`config.mk`:
```
export PLATFORM = sky130hd
export DESIGN_NAME = cycle_sequencer
export DESIGN_NICKNAME = d
export VERILOG_FILES = /design/src/rtl/nes_cpu_pkg.sv /design/src/rtl/opcode_class_decode.sv /design/src/rtl/cycle_sequencer.sv
export SDC_FILE = /design/constraint.sdc
export NUM_CORES = 1
export LEC_CHECK = 0
export BUFFER_PORTS_ARGS = -buffer_cell sky130_fd_sc_hd__buf_2
export CAP_MARGIN = 20
export CELL_PAD_IN_SITES_DETAIL_PLACEMENT = 1
export CELL_PAD_IN_SITES_GLOBAL_PLACEMENT = 1
export CORE_MARGIN = 2
export CORE_UTILIZATION = 46
export CTS_CLUSTER_SIZE = 8
export DETAILED_ROUTE_END_ITERATION = 6
export PLACE_DENSITY = 0.87
export SYNTH_ARGS = -nofsm -noshare
export SYNTH_HDL_FRONTEND = slang
export SYNTH_HIERARCHICAL = 1
export SYNTH_SLANG_ARGS = --single-unit
```
`constraint.sdc`:
```
create_clock -name clk_ph1 -period 7.23 [get_ports clk_ph1]
set_clock_uncertainty 0.05 [all_clocks]
set_input_delay 0.3615 -clock clk_ph1 [delete_from_list [all_inputs] [get_ports clk_ph1]]
set_output_delay 0.3615 -clock clk_ph1 [all_outputs]
set_load 0.05 [all_outputs]
```
`src/rtl/nes_cpu_pkg.sv`:
```
// Shared 6502 timing definitions: opcode classes, access kinds, vector codes,
// sequencer states and the base last-cycle table.
package nes_cpu_pkg;

  localparam int RESET_SEQ_LEN = 7;
  localparam int CYC_W         = 3;
  // Longest legal instruction ends at cycle index 6; anything beyond is a decode error.
  localparam int MAX_LAST      = 6;

  localparam logic [1:0] VEC_NONE  = 2'b00;
  localparam logic [1:0] VEC_RESET = 2'b01;  // $FFFC
  localparam logic [1:0] VEC_IRQ   = 2'b10;  // $FFFE (IRQ/BRK)

  typedef enum logic [4:0] {
    IMP, IMM, ZP, ZPX, ABS, ABSX, INDX, INDY, BRA,
    JMPA, JMPI, JSR, RTS, RTI, BRK, PUSH, PULL, KIL
  } op_class_e;

  typedef enum logic [1:0] {RD, WR, RMW} access_e;

  typedef enum logic [1:0] {S_RST, S_VEC, S_RUN, S_JAM} seq_state_e;

  // KIL opcodes: low nibble 2 with high nibble 0-7 or odd 9/B/D/F.
  function automatic logic is_kil(input logic [7:0] ir);
    return (ir[3:0] == 4'h2) && (!ir[7] || ir[4]);
  endfunction

  // Base last-cycle index of an instruction, before page-cross/branch extensions.
  function automatic logic [2:0] last_for(input op_class_e cls, input access_e acc);
    logic [2:0] l;
    case (cls)
      ZP:            l = (acc == RMW) ? 3'd4 : 3'd2;
      ZPX, ABS:      l = (acc == RMW) ? 3'd5 : 3'd3;
      ABSX:          l = (acc == RMW) ? 3'd6 : ((acc == WR) ? 3'd4 : 3'd3);
      INDX:          l = 3'd5;
      INDY:          l = (acc == WR) ? 3'd5 : 3'd4;
      JMPA:          l = 3'd2;
      JMPI:          l = 3'd4;
      JSR, RTS, RTI: l = 3'd5;
      BRK:           l = 3'd6;
      PUSH:          l = 3'd2;
      PULL:          l = 3'd3;
      default:       l = 3'd1;
    endcase
    return l;
  endfunction

endpackage

```
`src/rtl/opcode_class_decode.sv`:
```
// Combinational opcode classifier: IR -> addressing class, access kind and
// base last-cycle index. Undocumented opcodes (except KIL) time as implied.
module opcode_class_decode
  import nes_cpu_pkg::*;
(
  input  logic [7:0] i_ir,
  output op_class_e  o_cls,
  output access_e    o_acc,
  output logic [2:0] o_last
);

  logic [2:0] w_aaa;
  logic [2:0] w_bbb;
  logic [1:0] w_cc;
  logic       w_undef;
  op_class_e  w_cls;
  access_e    w_acc;

  assign w_aaa = i_ir[7:5];
  assign w_bbb = i_ir[4:2];
  assign w_cc  = i_ir[1:0];

  // Flag undocumented opcodes whose generic decode would give them a memory-mode length
  always_comb begin
    w_undef = 1'b0;
    if (w_cc == 2'b11) begin
      w_undef = 1'b1;
    end else if (w_cc == 2'b00) begin
      case (w_bbb)
        3'b001:  w_undef = (w_aaa == 3'd0) || (w_aaa == 3'd2) || (w_aaa == 3'd3);
        3'b011:  w_undef = (w_aaa == 3'd0);
        3'b101:  w_undef = (w_aaa != 3'd4) && (w_aaa != 3'd5);
        3'b111:  w_undef = (w_aaa != 3'd5);
        default: w_undef = 1'b0;
      endcase
    end else if (w_cc == 2'b10) begin
      w_undef = (w_bbb == 3'b111) && (w_aaa == 3'b100);
    end
  end

  // Specific opcodes first, then the regular aaa/bbb/cc addressing-mode grid
  always_comb begin
    w_cls = IMP;
    w_acc = RD;
    if (is_kil(i_ir)) begin
      w_cls = KIL;
    end else if (w_undef) begin
      w_cls = IMP;
    end else if (i_ir == 8'h00) begin
      w_cls = BRK;
    end else if (i_ir == 8'h20) begin
      w_cls = JSR;
    end else if (i_ir == 8'h40) begin
      w_cls = RTI;
    end else if (i_ir == 8'h60) begin
      w_cls = RTS;
    end else if (i_ir == 8'h4C) begin
      w_cls = JMPA;
    end else if (i_ir == 8'h6C) begin
      w_cls = JMPI;
    end else if (i_ir == 8'h08 || i_ir == 8'h48) begin
      w_cls = PUSH;
      w_acc = WR;
    end else if (i_ir == 8'h28 || i_ir == 8'h68) begin
      w_cls = PULL;
    end else if (i_ir[4:0] == 5'b10000) begin
      w_cls = BRA;
    end else begin
      case (w_bbb)
        3'b000:  w_cls = (w_cc == 2'b01) ? INDX : IMM;
        3'b001:  w_cls = ZP;
        3'b010:  w_cls = (w_cc == 2'b01) ? IMM : IMP;
        3'b011:  w_cls = ABS;
        3'b100:  w_cls = (w_cc == 2'b01) ? INDY : IMP;
        3'b101:  w_cls = ZPX;
        3'b110:  w_cls = (w_cc == 2'b01) ? ABSX : IMP;
        default: w_cls = ABSX;
      endcase
      if (w_cls != IMP && w_cls != IMM) begin
        if (w_aaa == 3'b100) begin
          w_acc = WR;
        end else if (w_cc == 2'b10 && w_aaa != 3'b101) begin
          w_acc = RMW;
        end
      end
    end
  end

  assign o_cls  = w_cls;
  assign o_acc  = w_acc;
  assign o_last = last_for(w_cls, w_acc);

endmodule

```
`src/rtl/cycle_sequencer.sv`:
```
// Per-instruction timing sequencer: turns IR/cycle into inc/res strobes,
// runs the post-reset vector sequence and halts on KIL.
module cycle_sequencer
  import nes_cpu_pkg::*;
#(
  parameter int RESET_SEQ_LEN = nes_cpu_pkg::RESET_SEQ_LEN,
  parameter int CYC_W         = nes_cpu_pkg::CYC_W
) (
  input  logic             clk_ph1,
  input  logic             rst,
  input  logic [7:0]       IR,
  input  logic [CYC_W-1:0] cycle,
  input  logic             rdy,
  input  logic             page_cross,
  input  logic             branch_taken,
  output logic             inc_cycle,
  output logic             res_cycle,
  output logic             sync,
  output logic [1:0]       vec_sel,
  output logic             wr_inhibit,
  output logic             jam
);

  localparam int               EW        = CYC_W + 1;
  localparam logic [CYC_W-1:0] VEC_LAST  = CYC_W'(RESET_SEQ_LEN - 1);
  localparam logic [CYC_W-1:0] BRK_VEC_C = CYC_W'(5);

  seq_state_e r_state;
  logic       r_ext_a;
  logic       r_ext_b;

  op_class_e        w_cls;
  access_e          w_acc;
  logic [2:0]       w_last;
  logic [CYC_W-1:0] w_last_c;
  logic [CYC_W-1:0] w_last_m1;
  logic [EW-1:0]    w_eff;
  logic             w_at_end;
  logic             w_write_cycle;
  logic             w_go;
  logic             w_kil_stop;

  opcode_class_decode u_decode (
    .i_ir   (IR),
    .o_cls  (w_cls),
    .o_acc  (w_acc),
    .o_last (w_last)
  );

  assign w_last_c  = CYC_W'(w_last);
  assign w_last_m1 = w_last_c - CYC_W'(1);
  assign w_eff     = EW'(w_last) + EW'(r_ext_a) + EW'(r_ext_b);
  // An extended length past the longest legal instruction is a decode error: end it now.
  assign w_at_end  = ({1'b0, cycle} >= w_eff) || (w_eff > EW'(MAX_LAST));
  // KIL is fetched normally at cycle 0 and freezes the core from cycle 1.
  assign w_kil_stop = (w_cls == KIL) && (cycle != '0);
  // Bus writes cannot be stretched by rdy, so write cycles always complete.
  assign w_go = rdy || w_write_cycle;

  // Identify cycles that drive a bus write for the current opcode
  always_comb begin
    w_write_cycle = 1'b0;
    case (w_cls)
      JSR: w_write_cycle = (cycle == CYC_W'(3)) || (cycle == CYC_W'(4));
      BRK: w_write_cycle = (cycle >= CYC_W'(2)) && (cycle <= CYC_W'(4));
      default: begin
        if (w_acc == WR) begin
          w_write_cycle = (cycle == w_last_c);
        end else if (w_acc == RMW) begin
          w_write_cycle = (cycle >= w_last_m1);
        end
      end
    endcase
  end

  // Strobes and status outputs from state, opcode, cycle and extension flags
  always_comb begin
    inc_cycle  = 1'b0;
    res_cycle  = 1'b0;
    sync       = 1'b0;
    vec_sel    = VEC_NONE;
    wr_inhibit = 1'b0;
    jam        = 1'b0;
    if (rst) begin
      res_cycle  = 1'b1;
      wr_inhibit = 1'b1;
    end else begin
      case (r_state)
        S_RST: begin
          res_cycle  = 1'b1;
          wr_inhibit = 1'b1;
        end
        S_VEC: begin
          vec_sel    = VEC_RESET;
          wr_inhibit = 1'b1;
          if (rdy) begin
            if (cycle >= VEC_LAST) res_cycle = 1'b1;
            else                   inc_cycle = 1'b1;
          end
        end
        S_RUN: begin
          sync = (cycle == '0);
          if (w_cls == BRK && cycle >= BRK_VEC_C) vec_sel = VEC_IRQ;
          if (w_go && !w_kil_stop) begin
            if (w_at_end) res_cycle = 1'b1;
            else          inc_cycle = 1'b1;
          end
        end
        default: begin
          jam = 1'b1;
        end
      endcase
    end
  end

  // State machine and page-cross / branch extension flags
  always_ff @(posedge clk_ph1) begin
    if (rst) begin
      r_state <= S_RST;
      r_ext_a <= 1'b0;
      r_ext_b <= 1'b0;
    end else begin
      if (res_cycle) begin
        r_ext_a <= 1'b0;
        r_ext_b <= 1'b0;
      end
      case (r_state)
        S_RST: r_state <= S_VEC;
        S_VEC: begin
          if (res_cycle) r_state <= S_RUN;
        end
        S_RUN: begin
          if (w_go) begin
            if (w_kil_stop) begin
              r_state <= S_JAM;
            end else if (!res_cycle) begin
              if (w_acc == RD && (w_cls == ABSX || w_cls == INDY) && cycle == w_last_m1) begin
                r_ext_a <= page_cross;
              end
              if (w_cls == BRA && cycle == CYC_W'(0)) begin
                r_ext_a <= branch_taken;
              end
              if (w_cls == BRA && cycle == CYC_W'(1) && r_ext_a) begin
                r_ext_b <= page_cross;
              end
            end
          end
        end
        S_JAM:   r_state <= S_JAM;
        default: r_state <= S_RST;
      endcase
    end
  end

endmodule

```
Yosys cells after proc, flatten, opt, wreduce, memory -nomap -nowiden. Index checks and enable logic that the tools add are counted.

Add/subtract/negate cells: 3. Magnitude comparators: 7. Equality and inequality tests: 56. Multiplexer cells: 92. Reductions and logical operators: 40.

Operators with widths (number): $mux W5 (22); $eq A8 B7 Y1 const B (6); $eq A5 B4 Y1 const B (8); $mux W2 (19); $mux W1 (36); $pmux W5 S7 (1); $pmux W3 S9 (1); $mux W3 (7); $eq A5 B3 Y1 const B (4); $eq A3 B3 Y1 const B (6); $eq A8 B6 Y1 const B (2); $eq A3 B2 Y1 const B (5); $eq A5 B5 Y1 const B (3); $logic_and A1 B1 Y1 (14); $eq A2 B2 Y1 const B (5); $eq A5 B2 Y1 const B (2); $logic_not A3 Y1 (3); $logic_or A1 B1 Y1 (9); $eq A8 B4 Y1 const B (1); $logic_not A8 Y1 (1); $pmux W2 S4 (1); $eq A2 B1 Y1 const B (3); $eq A3 B1 Y1 const B (2); $eq A3 B3 Y1 (2); 25 further kinds (35).

Bits in registers: 4.

Depth between registers and ports, before layout. Gate-level depths: netlist of the first run.

Depth in word-level cells: 49. Mapped depth: 22. Mapped depth without buffers: 21.

Modules after synthesis. Netlist of the first run, hierarchy kept.

Modules (own cells, without submodules): cycle_sequencer (times used 1, cells each 108, area an instance 872.1 um2, seq. area each 80.1 um2); opcode_class_decode (times used 1, cells each 114, area an instance 774.5 um2, seq. area each 0.0 um2).

Worst setup path after synthesis of the first run. No wires, ideal clock.

Path kind: input to output. Start: in IR[7]. End: out res_cycle. Arrival: 4287 ps. Data required time: 6818 ps. Slack: 2532 ps. Stages: 20. Buffers on the path: 1. Cell sequence: buf_2 > nand2b_1 > nor3_1 > o31ai_1 > nand2b_1 > nand3_1 > inv_1 > ha_1 > inv_1 > a21oi_1 > a221oi_1 > o2111ai_1 > fa_1 > ha_1 > inv_1 > ha_1 > a21o_1 > a21oi_1 > o21a_1 > o21bai_1.

Elaborated cells between the ends (all ways): 99. Those cells by class: add/sub: 3; order compare: 3; eq/ne: 32; mux: 41; reduce/logical: 20.

RTL lines: start: declaration (line cycle_sequencer.sv:11) `input logic [7:0] IR,`; $eq A3 B3 Y1 (line opcode_class_decode.sv:37, opcode_class_decode.sv:80); $mux W2 (line opcode_class_decode.sv:80) `if (w_aaa == 3'b100) begin`; $mux W2 (line opcode_class_decode.sv:79) `if (w_cls != IMP && w_cls != IMM) begin`; $mux W2 (line opcode_class_decode.sv:66) `end else if (i_ir[4:0] == 5'b10000) begin`; $mux W2 (line opcode_class_decode.sv:64) `end else if (i_ir == 8'h28 || i_ir == 8'h68) begin`; $mux W2 (line opcode_class_decode.sv:61) `end else if (i_ir == 8'h08 || i_ir == 8'h48) begin`; $mux W2 (line opcode_class_decode.sv:59) `end else if (i_ir == 8'h6C) begin`; $mux W2 (line opcode_class_decode.sv:57) `end else if (i_ir == 8'h4C) begin`; [... 6 more ...]; named net w_acc[0] (line cycle_sequencer.sv:33) `access_e w_acc;`; $eq A2 B1 Y1 (line nes_cpu_pkg.sv:34, nes_cpu_pkg.sv:36); $mux W3 (2 in series) (line nes_cpu_pkg.sv:34) `ABSX: l = (acc == RMW) ? 3'd6 : ((acc == WR) ? 3'd4 : 3'd3);`; $pmux W3 S9 (*) (line nes_cpu_pkg.sv:31) `case (cls)`; named net w_last[0] (line cycle_sequencer.sv:34) `logic [2:0] w_last;`; branches (longest 7 deep; another with $add A3 B1 Y4); $mux W1 (*) (line cycle_sequencer.sv:104) `if (w_go && !w_kil_stop) begin`; $pmux W1 S3 (*) (line cycle_sequencer.sv:88) `case (r_state)`; $mux W1 (*) (line cycle_sequencer.sv:84) `if (rst) begin`; end: declaration (line cycle_sequencer.sv:17) `output logic res_cycle,`.

Mark *: on every way through the listed nets, which the timed path passes.

Final worst setup path of the first run.
Start: in IR[6]. End: out inc_cycle.

Elaborated cells between the ends (all ways): 96. Those cells by class: add/sub: 3; order compare: 3; eq/ne: 32; mux: 41; reduce/logical: 17.

RTL lines: $eq A3 B3 Y1 (line opcode_class_decode.sv:37, opcode_class_decode.sv:80); $mux W2 (line opcode_class_decode.sv:80); $mux W2 (line opcode_class_decode.sv:79); $mux W2 (line opcode_class_decode.sv:66); $mux W2 (line opcode_class_decode.sv:64); $mux W2 (line opcode_class_decode.sv:61); $mux W2 (line opcode_class_decode.sv:59); $mux W2 (line opcode_class_decode.sv:57); [... 6 more ...]; named net w_acc[0] (line cycle_sequencer.sv:33); $eq A2 B1 Y1 (line nes_cpu_pkg.sv:34, nes_cpu_pkg.sv:36); $mux W3 (2 in series) (line nes_cpu_pkg.sv:34); $pmux W3 S9 (*) (line nes_cpu_pkg.sv:31); named net w_last[0] (line cycle_sequencer.sv:34); branches (longest 7 deep; another with $add A3 B1 Y4); $mux W1 (*) (line cycle_sequencer.sv:104); $pmux W1 S2 (*) (line cycle_sequencer.sv:88); $mux W1 (*) (line cycle_sequencer.sv:84); end: declaration (line cycle_sequencer.sv:16) `output logic inc_cycle,`.

Marks and branches as above.

==> qor.txt, run 1 <==
Outcome - complete, no violations
Final antenna-violating net count - 0
Final Util - 52.01%
Non-Filler Instances - 281
Htree depth - 1
Sequential share of the synthesized area - 4.863%
Clock transition at path regs - 0.03 ns
Pins over their slew limit - 0
FILL cells - 461
Total Power - 278.5 uW
Worst min path class - input pin to flip-flop
DRT Pass-1 Iters - 4
Period minus WS final - 5.143 ns
Number of diodes - 0
Register Area - 80.08 um2
Fin crit share - 71.14%
Synth-to-Final Area Change - 7.067%
CP most frequent cell - inv_1
XOR/XNOR share of the synthesized area - 2.660%
Post-route cell area - 0.001763 mm2
Crit path kind - input pin to output port
Crit end category - output port
Post-Synthesis Cells - 222
Total Routing Usage GR - 25.51%
Setup total negative slack - 0 ns
Post-synth EDFFs - 0
Root Buffer - clkbuf_4
Setup bufs post-CTS - 0
#FFs+latches synth - 4
Critical Path, Cell by Cell - buf_2 > nand2b_1 > nor3_1 > o31ai_1 > nand2b_1 > nand3_1 > inv_1 > ha_1 > inv_1 > a21oi_1 > a221oi_1 > o2111ai_1 > fa_1 > ha_1 > inv_1 > ha_1 > a21o_1 > a21oi_1 > inv_1 > o21ai_0 > and3b_1 > buf_2
Port bufs - 22
Synth area leaders - ha_1, nand2b_1, dfxtp_1
Synth top area share - 14.44%
Mapped Nets - 258
Final setup viols - 0
Clock Latency Late Sink - 0.24 ns
Largest net degree at the start of global routing - 17
Hold EP - r_ext_b$_SDFF_PP0_
WL final - 4.793 mm
Crit. path cell count - 22
Hold path cells - 3
Combinational family with the most area after synthesis - simple AND/OR/NAND/NOR gates
Pwr dens - 158.0 mW/mm2
Initial Utilization - 48.58%
Die area - 0.004074 mm2
Die width - 63.83 um
Cell taking the most area after synthesis - ha_1
Clk pwr share - 10.0%
Number of global-route vias before repair - 1742
Core area - 0.003390 mm2
Worst EP arrival - 4.73 ns
Synth Area in Compound Gates - 32.14%
Avg Inst Size Synth - 7.417 um2
Worst R2R Start - r_ext_a$_SDFF_PP0_
# Max-Cap Violations - 0
Placed wire-length estimate - 3.785 mm
Combinational share of power - 77.0%
CP top delay family - compound AO/OA/AOI/OAI gates
Post-CTS Hold Buffers - 0
Via-per-instance ratio - 6.178
CP max stage cell - fa_1
Routed len/inst - 17.06 um
Flop2flop setup slack - 4.80 ns
Initial antenna violation count - 0
Final hold vios - 0
GP Congestion - 0.8745
Sw Share - 55.16%
GRT Residual Overflow - 0
CTS tree - done
Ports - 23
Synth Area in Adders - 15.65%
Sequential power share - 13.0%
Placed Instance Area - 0.001740 mm2
Max Freq - 194.4 MHz
DR iter-0 viols - 57
CP startpoint - IR[6]
Share of cells above drive strength 1 - 20.85%
CP max FO - 11
Resized cells post-CTS - 0
Multi-input gate area - 0.001429 mm2
Die Y - 63.83 um
Internal power - 124.9 uW
Net Switching - 153.6 uW
Worst EP required - 6.82 ns
Max rail drop VDD - 163.4 uV
CP Buf/Inv Count - 6
Synthesized cell area - 0.001647 mm2
FFs w/ async S/R, synth - 0%
Fin nets - 273
Row cnt - 21
R2R cell count - 9
Worst r2r dst - r_ext_a$_SDFF_PP0_
Deepest clock path buffer count - 2
Multiplexer share of the synthesized area - 1.216%
Hold_sp - page_cross
Slew headroom - 54.88%
Prevailing post-synth register cell - dfxtp_1
First-pass GRT wire length - 8.397 mm
Cts bufs inserted - 3
Library cells used by synthesis - 70
Startpoint types - input pin
Synth Area in Simple Gates - 35.11%
Ys Warns - 6
Least-Margin Pin Slew - 0.6747 ns
CTS sink count - 4
Leak - 0.7225 nW
Crit path largest cell delay - 0.43 ns
Vias after detailed routing - 1736
Cell total after placement - 278
RSZ-0062 raised after global routing - false
DRC - 0
==> layout make-up <==
| cell class | instances | area share, % |
|---|---|---|
| inverter | 17 | 3.620 |
| clock buffer | 3 | 1.278 |
| sequential | 4 | 4.542 |
| multi-input combinational | 189 | 81.05 |
| tap | 46 | 3.265 |
| timing repair buffer | 22 | 6.246 |
==> flip-flops by register name (all words and copies together), names as in the netlist <==
signal	count
r_ext_a	1
r_ext_b	1
r_state	2
==> cell usage in the layout, fill, tap and decap left out, drive strengths merged, types with 6 or more instances in the layout <==
master   n
a21oi   13
nor2    18
ha      19
nand2   17
nand2b  13
o211ai   8
nor3     9
nor2b    6
inv     17
buf     22
nand3    8
o21ai    8
==> cells in the mapped netlist, types with 3 or more instances <==
cell type   n
a21o_1      4
dfxtp_1     4
nand2_1    16
o211ai_2    3
o211ai_1    5
nor2b_1     5
nor3_1      7
ha_1       19
o31ai_1     3
nor2_1     17
nand3_1     8
o21ai_0     5
buf_2       8
and3b_1     3
nand2b_1   13
inv_1      17
xnor2_1     4
a21oi_1    11
==> power groups by stage <==
stage	clock, mW	sequential [mW]	combinational [mW]
2_1_floorplan	0	0.0341	0.164
3_3_place_gp	0	0.0367	0.205
3_5_place_dp	0	0.0368	0.213
4_1_cts	0.0290	0.0365	0.215
5_1_grt	0.0298	0.0378	0.240
6_report	0.0279	0.0362	0.214
==> routing by layer <==
layer | up-vias | part of all wire, % | track usage, %
met3 | 2 | 3.7 | 1.761
met4 | 0 | 0.48 | 4.891
met1 | 832 | 50 | 37.14
met2 | 49 | 46 | 41.15
met5 | - | 0 | 0
li1 | 853 | - | -
==> worst register-to-register path, stage by stage (launching register included) <==
cell,delay (ns)
dfxtp_1,0.34
fa_1,0.46
ha_1,0.33
inv_1,0.05
ha_1,0.27
a21o_1,0.16
a21oi_1,0.31
o21a_1,0.18
o21bai_1,0.11
nor2_1,0.12
==> stage by stage <==
stage	hold slack, ns	setup slack (ns)
3_3_place_gp	0.4986	2.171
6_report	0.3398	2.087
5_1_grt	0.3769	1.766
2_1_floorplan	0.3777	2.532
4_1_cts	0.3410	2.126
3_5_place_dp	0.5182	2.137
==> logic make-up (layout without fill, tap and decap cells) <==
family | count (synthesis) | in the layout
DFF | 4 | 4
AOI/OAI and AO/OA | 65 | 65
xor gates and xnor gates | 5 | 5
muxes | 2 | 2
and+or+nand+nor | 97 | 97
adders and majority gates | 20 | 20
buffers and inverters | 29 | 42
==> worst max path at each step <==
stage	endpoint	slack, ns
final	inc_cycle	2.09
after global routing	inc_cycle	1.77
after floorplan	res_cycle	2.53
after CTS	inc_cycle	2.13
after detailed placement	inc_cycle	2.14
after global placement	inc_cycle	2.17
Note: power is estimated with default switching activity, not from simulation.
==> run 2, diff against run 1 <==
CORE_UTILIZATION = 43   (was 46)
PLACE_DENSITY = 0.82   (was 0.87)
clock period = 5.3 ns   (was 7.23 ns; I/O delays follow)
==> qor.txt, run 2 (same netlist as run 1, synthesis figures left out) <==
CTS sink count - 4 (unchanged)
Fin crit share - 92.64%
Most frequent cells in the layout - buf_2, ha_1, inv_1, nor2_1, nand2_1
Crit end category - output port
Pins over their slew limit - 0 (unchanged)
Initial Utilization - 44.98% (-3.6 points)
DR iter-0 viols - 56 (-1.8%)
Multi-input gate area - 0.001429 mm2 (unchanged)
Max reg flops - 2 (unchanged)
DRT Pass-1 Iters - 4 (unchanged)
Max rail drop VDD - 223.8 uV (+37%)
Commonest non-fill, non-tap cell in the layout - buf_2
Place WS - 0.4339 ns (-1.703 ns)
GRT Residual Overflow - 0 (unchanged)
Fin nets - 274 (+0.37%)
Synth-to-Final Area Change - 8.815%
Final hold vios - 0 (unchanged)
Htree depth - 1 (unchanged)
# Max-Cap Violations - 0 (unchanged)
First-pass GRT wire length - 8.466 mm (+0.82%)
Cell total after placement - 281 (+1.1%)
Core area - 0.003661 mm2 (+8.0%)
Non-Filler Instances - 284 (+1.1%)
Worst EP arrival - 4.59 ns (-0.14 ns)
Root Buffer - clkbuf_8
Leak - 0.7356 nW (+1.8%)
Deepest clock path buffer count - 2 (unchanged)
Cts bufs inserted - 3 (unchanged)
Hold path cells - 2 (-1)
Crit path kind - input pin to output port
Startpoint types - input pin
Final Util - 48.94% (-3.1 points)
Placed Instance Area - 0.001750 mm2 (+0.58%)
Pwr dens - 230.0 mW/mm2 (+46%)
Period minus WS final - 4.910 ns
Number of global-route vias before repair - 1737 (-0.29%)
Port bufs - 22 (unchanged)
Worst EP required - 4.99 ns (-1.83 ns)
Die area - 0.004340 mm2 (+6.5%)
Largest net degree at the start of global routing - 17 (unchanged)
Die width - 65.88 um (+3.2%)
Via-per-instance ratio - 6.130 (-0.77%)
Least-Margin Pin Slew - 0.6087 ns (-0.06601 ns)
R2R cell count - 9 (unchanged)
Number of diodes - 0 (unchanged)
Worst min path class - input pin to flip-flop
Vias after detailed routing - 1741 (+0.29%)
CP max FO - 11 (unchanged)
Ports - 23 (unchanged)
Setup total negative slack - 0 ns (unchanged)
Post-route cell area - 0.001792 mm2 (+1.6%)
Post-CTS Hold Buffers - 0 (unchanged)
Row cnt - 22 (+4.8%)
Initial antenna violation count - 0 (unchanged)
Clock Latency Late Sink - 0.22 ns (-0.02 ns)
Setup bufs post-CTS - 0 (unchanged)
CTS tree - done
Final hold slack - 0.2854 ns (-0.05439 ns)
Final setup viols - 0 (unchanged)
Total Power - 412.1 uW (+48%)
WL final - 4.909 mm (+2.4%)
Register Area - 80.08 um2 (unchanged)
Resized cells post-CTS - 0 (unchanged)
Die Y - 65.88 um (+3.2%)
Placed wire-length estimate - 3.757 mm (-0.76%)
Slew headroom - 58.85% (+4.0 points)
Top flop regs - r_state x2, r_ext_a x1, r_ext_b x1
Clock transition at path regs - 0.03 ns (about the same)
GP Congestion - 0.9437 (+7.9%)
Share of cells above drive strength 1 - 21.19% (+0.34 points)
DRC - 0 (unchanged)
Setup WS post-layout - 0.3900 ns (-1.697 ns)
Outcome - complete, no violations
FILL cells - 484 (+5.0%)
Routed len/inst - 17.29 um (+1.3%)
Total Routing Usage GR - 24.47% (-1.0 points)
RSZ-0062 raised after global routing - false
Max Freq - 203.7 MHz
Most flops, register - r_state
Final antenna-violating net count - 0 (unchanged)
## run 2: changes by cell type in the layout (fill, tap and decap cells not counted), sizes merged
cell | before | now
buf | 22 | 23
## run 2: layout make-up
cell class,count,area share [%]
Sequential cell,4,4.469
Tap cell,48,3.352
Inverter,17,3.561
Multi-Input combinational cell,189,79.75
Timing Repair Buffer,23,6.564
Clock buffer,3,2.304
## run 2: where the power goes
group	internal, mW	total, mW	switching (mW)
Combinational	0.108	0.298	0.190
Sequential	0.0381	0.0506	0.0125
Clock	0.0484	0.0634	0.0151
## run 2: critical path, stage by stage
cell and delay [ns]:
buf_2 0.17, nand2b_1 0.19, nor3_1 0.25, o31ai_1 0.15
nand2b_1 0.16, nand3_1 0.16, inv_1 0.13, ha_1 0.22
inv_1 0.07, a21oi_1 0.07, a221oi_1 0.30, o2111ai_1 0.22
fa_1 0.44, ha_1 0.32, inv_1 0.05, ha_1 0.27
a21o_1 0.16, a21oi_1 0.35, inv_1 0.07, o21ai_0 0.15
and3b_1 0.17, buf_2 0.26
## run 2: final timing paths
| check | endpoint | start | slack (ns) |
|---|---|---|---|
| max reg2reg | r_ext_b$_SDFF_PP0_ | r_ext_a$_SDFF_PP0_ | 2.80 |
| max | inc_cycle | IR[6] | 0.39 |
| min reg2reg | r_ext_b$_SDFF_PP0_ | r_ext_b$_SDFF_PP0_ | 0.53 |
| min | r_state[0]$_SDFFE_PP0P_ | rst | 0.29 |
## run 2: per-layer routing
| layer | wire, um | vias up | global-route usage, % |
|---|---|---|---|
| met5 | 0 | - | 0 |
| met4 | 23 | 0 | 4.427 |
| met3 | 252 | 2 | 2.044 |
| met2 | 2377 | 61 | 40.15 |
| met1 | 2255 | 832 | 34.90 |
| li1 | - | 846 | - |
